--- src/rtl/mem_sweep_pkg.sv ---
// Shared types, mode encodings and the signature step function for the memory sweep controller.
package mem_sweep_pkg;

    typedef enum logic [2:0] {StIdle, StFill, StRead, StDrain, StDone} state_e;

    localparam logic MODE_SIGN        = 1'b0;
    localparam logic MODE_FILL_VERIFY = 1'b1;

    localparam int unsigned SigMaxW = 64;

    // Rotate-left-by-one then XOR, confined to the low w bits (w <= SigMaxW).
    function automatic logic [SigMaxW-1:0] sig_step(input logic [SigMaxW-1:0] sig,
                                                    input logic [SigMaxW-1:0] data,
                                                    input int unsigned w);
        logic [SigMaxW-1:0] mask;
        mask = (w >= SigMaxW) ? '1 : ((SigMaxW'(1) << w) - SigMaxW'(1));
        return (((sig << 1) | (sig >> (w - 1))) ^ data) & mask;
    endfunction

endpackage

--- src/rtl/mem_sweep_sig.sv ---
// Rotate-XOR signature accumulator with synchronous clear and enable.
module mem_sweep_sig
    import mem_sweep_pkg::*;
#(
    parameter int unsigned SIG_W = 32
) (
    input  logic             clk_i,
    input  logic             rst_ni,
    input  logic             clr_i,
    input  logic             en_i,
    input  logic [SIG_W-1:0] data_i,
    output logic [SIG_W-1:0] sig_o
);

    logic [SIG_W-1:0] sig_q, sig_d;

    always_comb begin
        sig_d = sig_q;
        if (clr_i) begin
            sig_d = '0;
        end else if (en_i) begin
            sig_d = SIG_W'(sig_step(SigMaxW'(sig_q), SigMaxW'(data_i), SIG_W));
        end
    end

    always_ff @(posedge clk_i or negedge rst_ni) begin
        if (!rst_ni) begin
            sig_q <= '0;
        end else begin
            sig_q <= sig_d;
        end
    end

    assign sig_o = sig_q;

endmodule

--- src/rtl/mem_sweep_ctrl.sv ---
// Sweep controller for a write-every-cycle, read-first memory: fill/verify or
// non-destructive signature read-back over an address range.
module mem_sweep_ctrl
    import mem_sweep_pkg::*;
#(
    parameter int unsigned WID_MEM   = 4,
    parameter int unsigned DEPTH_MEM = 4096,
    parameter int unsigned PARK_ADDR = DEPTH_MEM - 1,
    parameter int unsigned SIG_W     = 32
) (
    input  logic               clk_i,
    input  logic               rst_ni,
    input  logic               start_i,
    input  logic               mode_i,
    input  logic [31:0]        base_i,
    input  logic [31:0]        len_i,
    input  logic [WID_MEM-1:0] seed_i,
    input  logic [WID_MEM-1:0] mem_dout_i,
    output logic [31:0]        raddr_o,
    output logic [31:0]        waddr_o,
    output logic [WID_MEM-1:0] din_o,
    output logic               busy_o,
    output logic               done_o,
    output logic               cfg_err_o,
    output logic [31:0]        err_count_o,
    output logic [SIG_W-1:0]   signature_o
);

    localparam logic [31:0] Park = 32'(PARK_ADDR);

    function automatic logic [WID_MEM-1:0] pat(input logic [31:0] a, input logic [WID_MEM-1:0] s);
        return a[WID_MEM-1:0] ^ s;
    endfunction

    state_e             state_q;
    logic               mode_q;
    logic [31:0]        base_q, len_q, k_q;
    logic [WID_MEM-1:0] seed_q;
    logic [31:0]        raddr_q, waddr_q, err_count_q;
    logic [WID_MEM-1:0] din_q;
    logic               wb_q, busy_q, done_q, cfg_err_q;

    logic [32:0] range_end;
    logic        range_bad, accept;

    assign range_end = {1'b0, base_i} + {1'b0, len_i};
    assign range_bad = range_end > 33'(DEPTH_MEM);
    assign accept    = (state_q == StIdle) && start_i;

    always_ff @(posedge clk_i or negedge rst_ni) begin
        if (!rst_ni) begin
            state_q     <= StIdle;
            mode_q      <= MODE_SIGN;
            base_q      <= '0;
            len_q       <= '0;
            k_q         <= '0;
            seed_q      <= '0;
            raddr_q     <= Park;
            waddr_q     <= Park;
            din_q       <= '0;
            wb_q        <= 1'b0;
            busy_q      <= 1'b0;
            done_q      <= 1'b0;
            cfg_err_q   <= 1'b0;
            err_count_q <= '0;
        end else begin
            done_q <= 1'b0;
            // wb_q marks a cycle whose mem_dout is the word at waddr_q.
            if (wb_q && mode_q == MODE_FILL_VERIFY && mem_dout_i != pat(waddr_q, seed_q)
                && err_count_q != '1) begin
                err_count_q <= err_count_q + 32'd1;
            end
            unique case (state_q)
                StIdle: begin
                    raddr_q <= Park;
                    waddr_q <= Park;
                    din_q   <= '0;
                    wb_q    <= 1'b0;
                    if (start_i) begin
                        mode_q      <= mode_i;
                        base_q      <= base_i;
                        len_q       <= len_i;
                        seed_q      <= seed_i;
                        k_q         <= '0;
                        err_count_q <= '0;
                        cfg_err_q   <= 1'b0;
                        if (range_bad) begin
                            cfg_err_q <= 1'b1;
                            done_q    <= 1'b1;
                            state_q   <= StDone;
                        end else if (len_i == 32'd0) begin
                            done_q  <= 1'b1;
                            state_q <= StDone;
                        end else if (mode_i == MODE_FILL_VERIFY) begin
                            busy_q  <= 1'b1;
                            waddr_q <= base_i;
                            din_q   <= pat(base_i, seed_i);
                            state_q <= StFill;
                        end else begin
                            busy_q  <= 1'b1;
                            raddr_q <= base_i;
                            state_q <= StRead;
                        end
                    end
                end
                StFill: begin
                    if (k_q == len_q - 32'd1) begin
                        k_q     <= '0;
                        raddr_q <= base_q;
                        waddr_q <= Park;
                        din_q   <= '0;
                        state_q <= StRead;
                    end else begin
                        k_q     <= k_q + 32'd1;
                        waddr_q <= base_q + k_q + 32'd1;
                        din_q   <= pat(base_q + k_q + 32'd1, seed_q);
                    end
                end
                StRead: begin
                    wb_q    <= 1'b1;
                    waddr_q <= base_q + k_q;
                    din_q   <= '0;
                    if (k_q == len_q - 32'd1) begin
                        raddr_q <= Park;
                        state_q <= StDrain;
                    end else begin
                        k_q     <= k_q + 32'd1;
                        raddr_q <= base_q + k_q + 32'd1;
                    end
                end
                StDrain: begin
                    raddr_q <= Park;
                    waddr_q <= Park;
                    din_q   <= '0;
                    wb_q    <= 1'b0;
                    busy_q  <= 1'b0;
                    done_q  <= 1'b1;
                    state_q <= StDone;
                end
                StDone: begin
                    state_q <= StIdle;
                end
                default: begin
                    state_q <= StIdle;
                end
            endcase
        end
    end

    mem_sweep_sig #(
        .SIG_W(SIG_W)
    ) u_sig (
        .clk_i (clk_i),
        .rst_ni(rst_ni),
        .clr_i (accept),
        .en_i  (wb_q),
        .data_i(SIG_W'(mem_dout_i)),
        .sig_o (signature_o)
    );

    // Write-back data must be the word arriving this cycle, so it bypasses din_q.
    assign din_o       = wb_q ? mem_dout_i : din_q;
    assign raddr_o     = raddr_q;
    assign waddr_o     = waddr_q;
    assign busy_o      = busy_q;
    assign done_o      = done_q;
    assign cfg_err_o   = cfg_err_q;
    assign err_count_o = err_count_q;

endmodule

--- config.mk ---
export PLATFORM = sky130hd
export DESIGN_NAME = mem_sweep_ctrl
export DESIGN_NICKNAME = d
export VERILOG_FILES = /design/src/rtl/mem_sweep_pkg.sv /design/src/rtl/mem_sweep_sig.sv /design/src/rtl/mem_sweep_ctrl.sv
export SDC_FILE = /design/constraint.sdc
export NUM_CORES = 1
export LEC_CHECK = 0
export BUFFER_PORTS_ARGS = -buffer_cell sky130_fd_sc_hd__buf_2
export CAP_MARGIN = 20
export CORE_AREA = 2 2 192 194
export DETAILED_ROUTE_END_ITERATION = 16
export DIE_AREA = 0 0 194 196
export PLACE_DENSITY = 0.71
export SETUP_SLACK_MARGIN = 0.3
export SLEW_MARGIN = 20
export SYNTH_ARGS = -nofsm -noshare
export SYNTH_HDL_FRONTEND = slang
export SYNTH_SLANG_ARGS = --single-unit
--- constraint.sdc ---
create_clock -name clk_i -period 8.02 [get_ports clk_i]
set_clock_uncertainty 0.1 [all_clocks]
set_input_delay 1.203 -clock clk_i [delete_from_list [all_inputs] [get_ports clk_i]]
set_output_delay 1.203 -clock clk_i [all_outputs]
set_load 0.005 [all_outputs]
==> run summary <==
floorplan die area -> 0.0380 mm^2
I/O pin count -> 211
run status -> finished, final reports clean
final net count -> 2269
post-synthesis instance area -> 0.0171 mm^2
pin count of the biggest net entering global routing -> 132
required arrival time at the worst endpoint -> 8390 ps
WL/cell -> 22.0 um
fin worst setup slack -> 2440 ps
busiest metal layer after global routing -> met2
wire length of the first global-routing pass -> 89000 um
max-cap violation count -> 0
final count of negative-setup-slack endpoints -> 0
setup_tns -> 0 ps
share of synthesized area occupied by flip-flops and latches -> 0.352
met2 demand-to-capacity share in global routing -> 0.458
DP Area -> 0.0185 mm^2
Skew-Pair Late Insertion Delay -> 550 ps
CP startpoint -> base_i[0]
depth of the most critical reg-to-reg path -> 13
initial core utilization -> 0.475
share of async-settable or async-resettable flops after synthesis -> 1.00
source of the worst register-to-register timing path -> len_q[0]
number of synthesized register bits -> 240
Gates resized, CTS repair -> 0
via count of the first global-routing pass -> 15400
Max rail drop VDD -> 208 uV
maximum clock frequency -> 179 MHz
total via count in the routed design -> 16200
library cell used as clock root buffer -> clkbuf_16
synthesized netlist net count -> 2114
DRC violations left -> 0
final routed wirelength across all metal layers -> 57400 um
Cell Pwr Density -> 311 mW/mm^2
Area growth, synth to finish -> 13.7%
number of synthesized flops with an enable pin -> 0
Pre-Repair DR Iteration Count -> 5
H-tree level count -> 1
cell breakdown of the critical path -> buf_2, ha_1, fa_1, a211oi_1, o211ai_1, a211oi_1, o21ai_0, mux2i_1, o211ai_1, nor3b_1, nand4_4, nor4_4, buf_4, nand2_1, a2bb2oi_1
share of post-route cells with drive strength above 1 -> 0.187
all-layer global routing usage -> 0.293
Most used DFF post-synth -> dfrtp_1
slowest CP cell -> nor4_4
most frequent cells after synthesis -> nor2_1, dfrtp_1, nand2_1, a21oi_1, o21ai_0
CP arrival -> 5950 ps
final number of hold-violating endpoints -> 0
leakage -> 8.38 nW
Cell Rows -> 70
worst hold path startpoint -> waddr_o[11]
count of pins over their slew limit -> 0
drt via density -> 6.19
classification of the worst setup path -> in -> reg
Post-Place Setup Slack -> 1930 ps
number of nets still failing antenna checks after routing -> 0
dominant cell type by area after synthesis -> dfrtp_1
kind of capture point of the worst setup path -> flop
First DRT Iteration DRCs -> 1215
time the worst path needs with I/O delays and setup -> 5580 ps
cell types with the largest area share after synthesis -> dfrtp_1, xnor2_1, nor2_1, ha_1, mux2_2
share of the clock period used by the worst path after layout -> 0.695
instance count along the most critical hold path -> 2
met3 GRT Util -> 0.0376
Post-Synthesis Cells -> 1969
unrepaired setup endpoints after global routing -> no
relative slew slack -> 0.248
Vert. Die Dim -> 196 um
placeable core area -> 0.0361 mm^2
clock-pin transition on the worst setup and hold timing paths -> 60 ps
path class of the lowest-slack min-delay path -> reg -> reg
CP max stage delay -> 970 ps
hpwl dp -> 43300 um
total of warnings raised by yosys -> 0
final cell area excluding filler cells -> 0.0195 mm^2
port buffer count -> 210
slew at the pin closest to its max-slew limit -> 1120 ps
global-route track usage on met1 -> 0.405
post-synth top area share -> 0.316
routability congestion estimate from global placement -> 0.924
mean area per synthesized cell -> 8.70 um^2
initial antenna violation count -> 1
Post-CTS Hold Buffers -> 0
leading cell type by number of instances after synthesis -> nor2_1
CTS Buf Count -> 27
clock tree from TritonCTS -> done
launching element type of the critical path -> primary input
# clock sinks -> 240
maximum buffer depth of the clock tree -> 3
distinct cell type count after synthesis -> 87
final core occ -> 0.540
global route total overflow -> 0
Max FO, Critical Path -> 11
buffers inserted during post-CTS setup optimization -> 0
die width -> 194 um
-- final timing paths --
kind	slack [ps]	end
worst max-delay path	2440	waddr_o[15]
worst min-delay path	380	waddr_o[11]
worst max register to register	2710	raddr_o[31]
worst min register to register	380	waddr_o[11]
max in group asynchronous	6250	raddr_o[27]
min in group asynchronous	490	seed_q[3]
-- metrics by stage --
step	total power [W]	std cells	hold slack (ps)
final	0.00605	2614	382
after detailed placement	0.00475	2562	373
after CTS	0.00603	2612	382
after global routing	0.00643	2613	397
after floorplan	0.00387	1969	343
after global placement	0.00468	2562	359
-- per-layer routing --
metal | wire length [um] | share of wire
met4 | 2800 | 0.049
met2 | 25500 | 0.44
met1 | 25400 | 0.44
met5 | 0 | 0
met3 | 3660 | 0.064
-- layout by cell type, fill, tap and decap left out, drive strengths merged, types with 9 or more instances in the layout --
| master | instances |
|---|---|
| nor2 | 232 |
| or3 | 17 |
| o211ai | 23 |
| o21ai | 121 |
| o31ai | 9 |
| nand2b | 12 |
| a2bb2oi | 15 |
| nor2b | 9 |
| a2111oi | 11 |
| dfrtp | 216 |
| nor4 | 29 |
| xor2 | 74 |
| a211oi | 20 |
| a221oi | 29 |
| o21a | 10 |
| nand4 | 43 |
| and2 | 14 |
| mux2i | 40 |
| nand3 | 69 |
| xnor2 | 100 |
| clkbuf | 45 |
| ha | 67 |
| mux2 | 72 |
| and3 | 26 |
| and4 | 11 |
| a22oi | 10 |
| nand2 | 174 |
| o21bai | 9 |
| buf | 229 |
| a21oi | 123 |
| dfstp | 24 |
| or4 | 10 |
| a31oi | 25 |
| inv | 39 |
| nor3 | 60 |
| a21o | 26 |
-- state kept, by name, summed over array words and instances (netlist names), 3 cells and up --
signal and cells:
waddr_o 32, din_q 4, err_count_o 32, raddr_o 32
len_q 32, u_sig.sig_o 32, state_q 3, base_q 32
k_q 32, seed_q 4
-- worst max-delay path, delay by kind of cell --
family          cells  cell delay [ps]
simple gates        4             1860
compound gates      6             1510
fa+ha+maj           2              690
buf+inv             2              470
mux                 1              210
-- layout make-up --
cell class	count	area, um^2
Tap cell	468	586
Sequential cell	240	6040
Clock inverter	5	104
Inverter	38	143
Timing Repair Buffer	229	1230
Fill cell	3359	16600
Antenna cell	1	2.50
Clock buffer	45	793
Multi-Input combinational cell	1588	10600
-- power by group --
part / switching [W] / internal, W / total, W
Sequential: 0.000371 / 0.00160 / 0.00197
Combinational: 0.00166 / 0.00115 / 0.00280
Clock: 0.000509 / 0.000766 / 0.00128
-- logic make-up (layout without fill, tap and decap cells) --
| logic type | after synthesis | count (layout) | synth area share |
|---|---|---|---|
| xor gates and xnor gates | 174 | 174 | 0.0890 |
| and+or+nand+nor | 730 | 730 | 0.207 |
| buffers and inverters | 141 | 317 | 0.0322 |
| AOI/OAI and AO/OA | 503 | 503 | 0.197 |
| other | 0 | 1 | 0 |
| adders and majority gates | 69 | 69 | 0.0513 |
| muxes | 112 | 112 | 0.0707 |
| DFF | 240 | 240 | 0.352 |
Note: power is estimated with default switching activity, not from simulation.
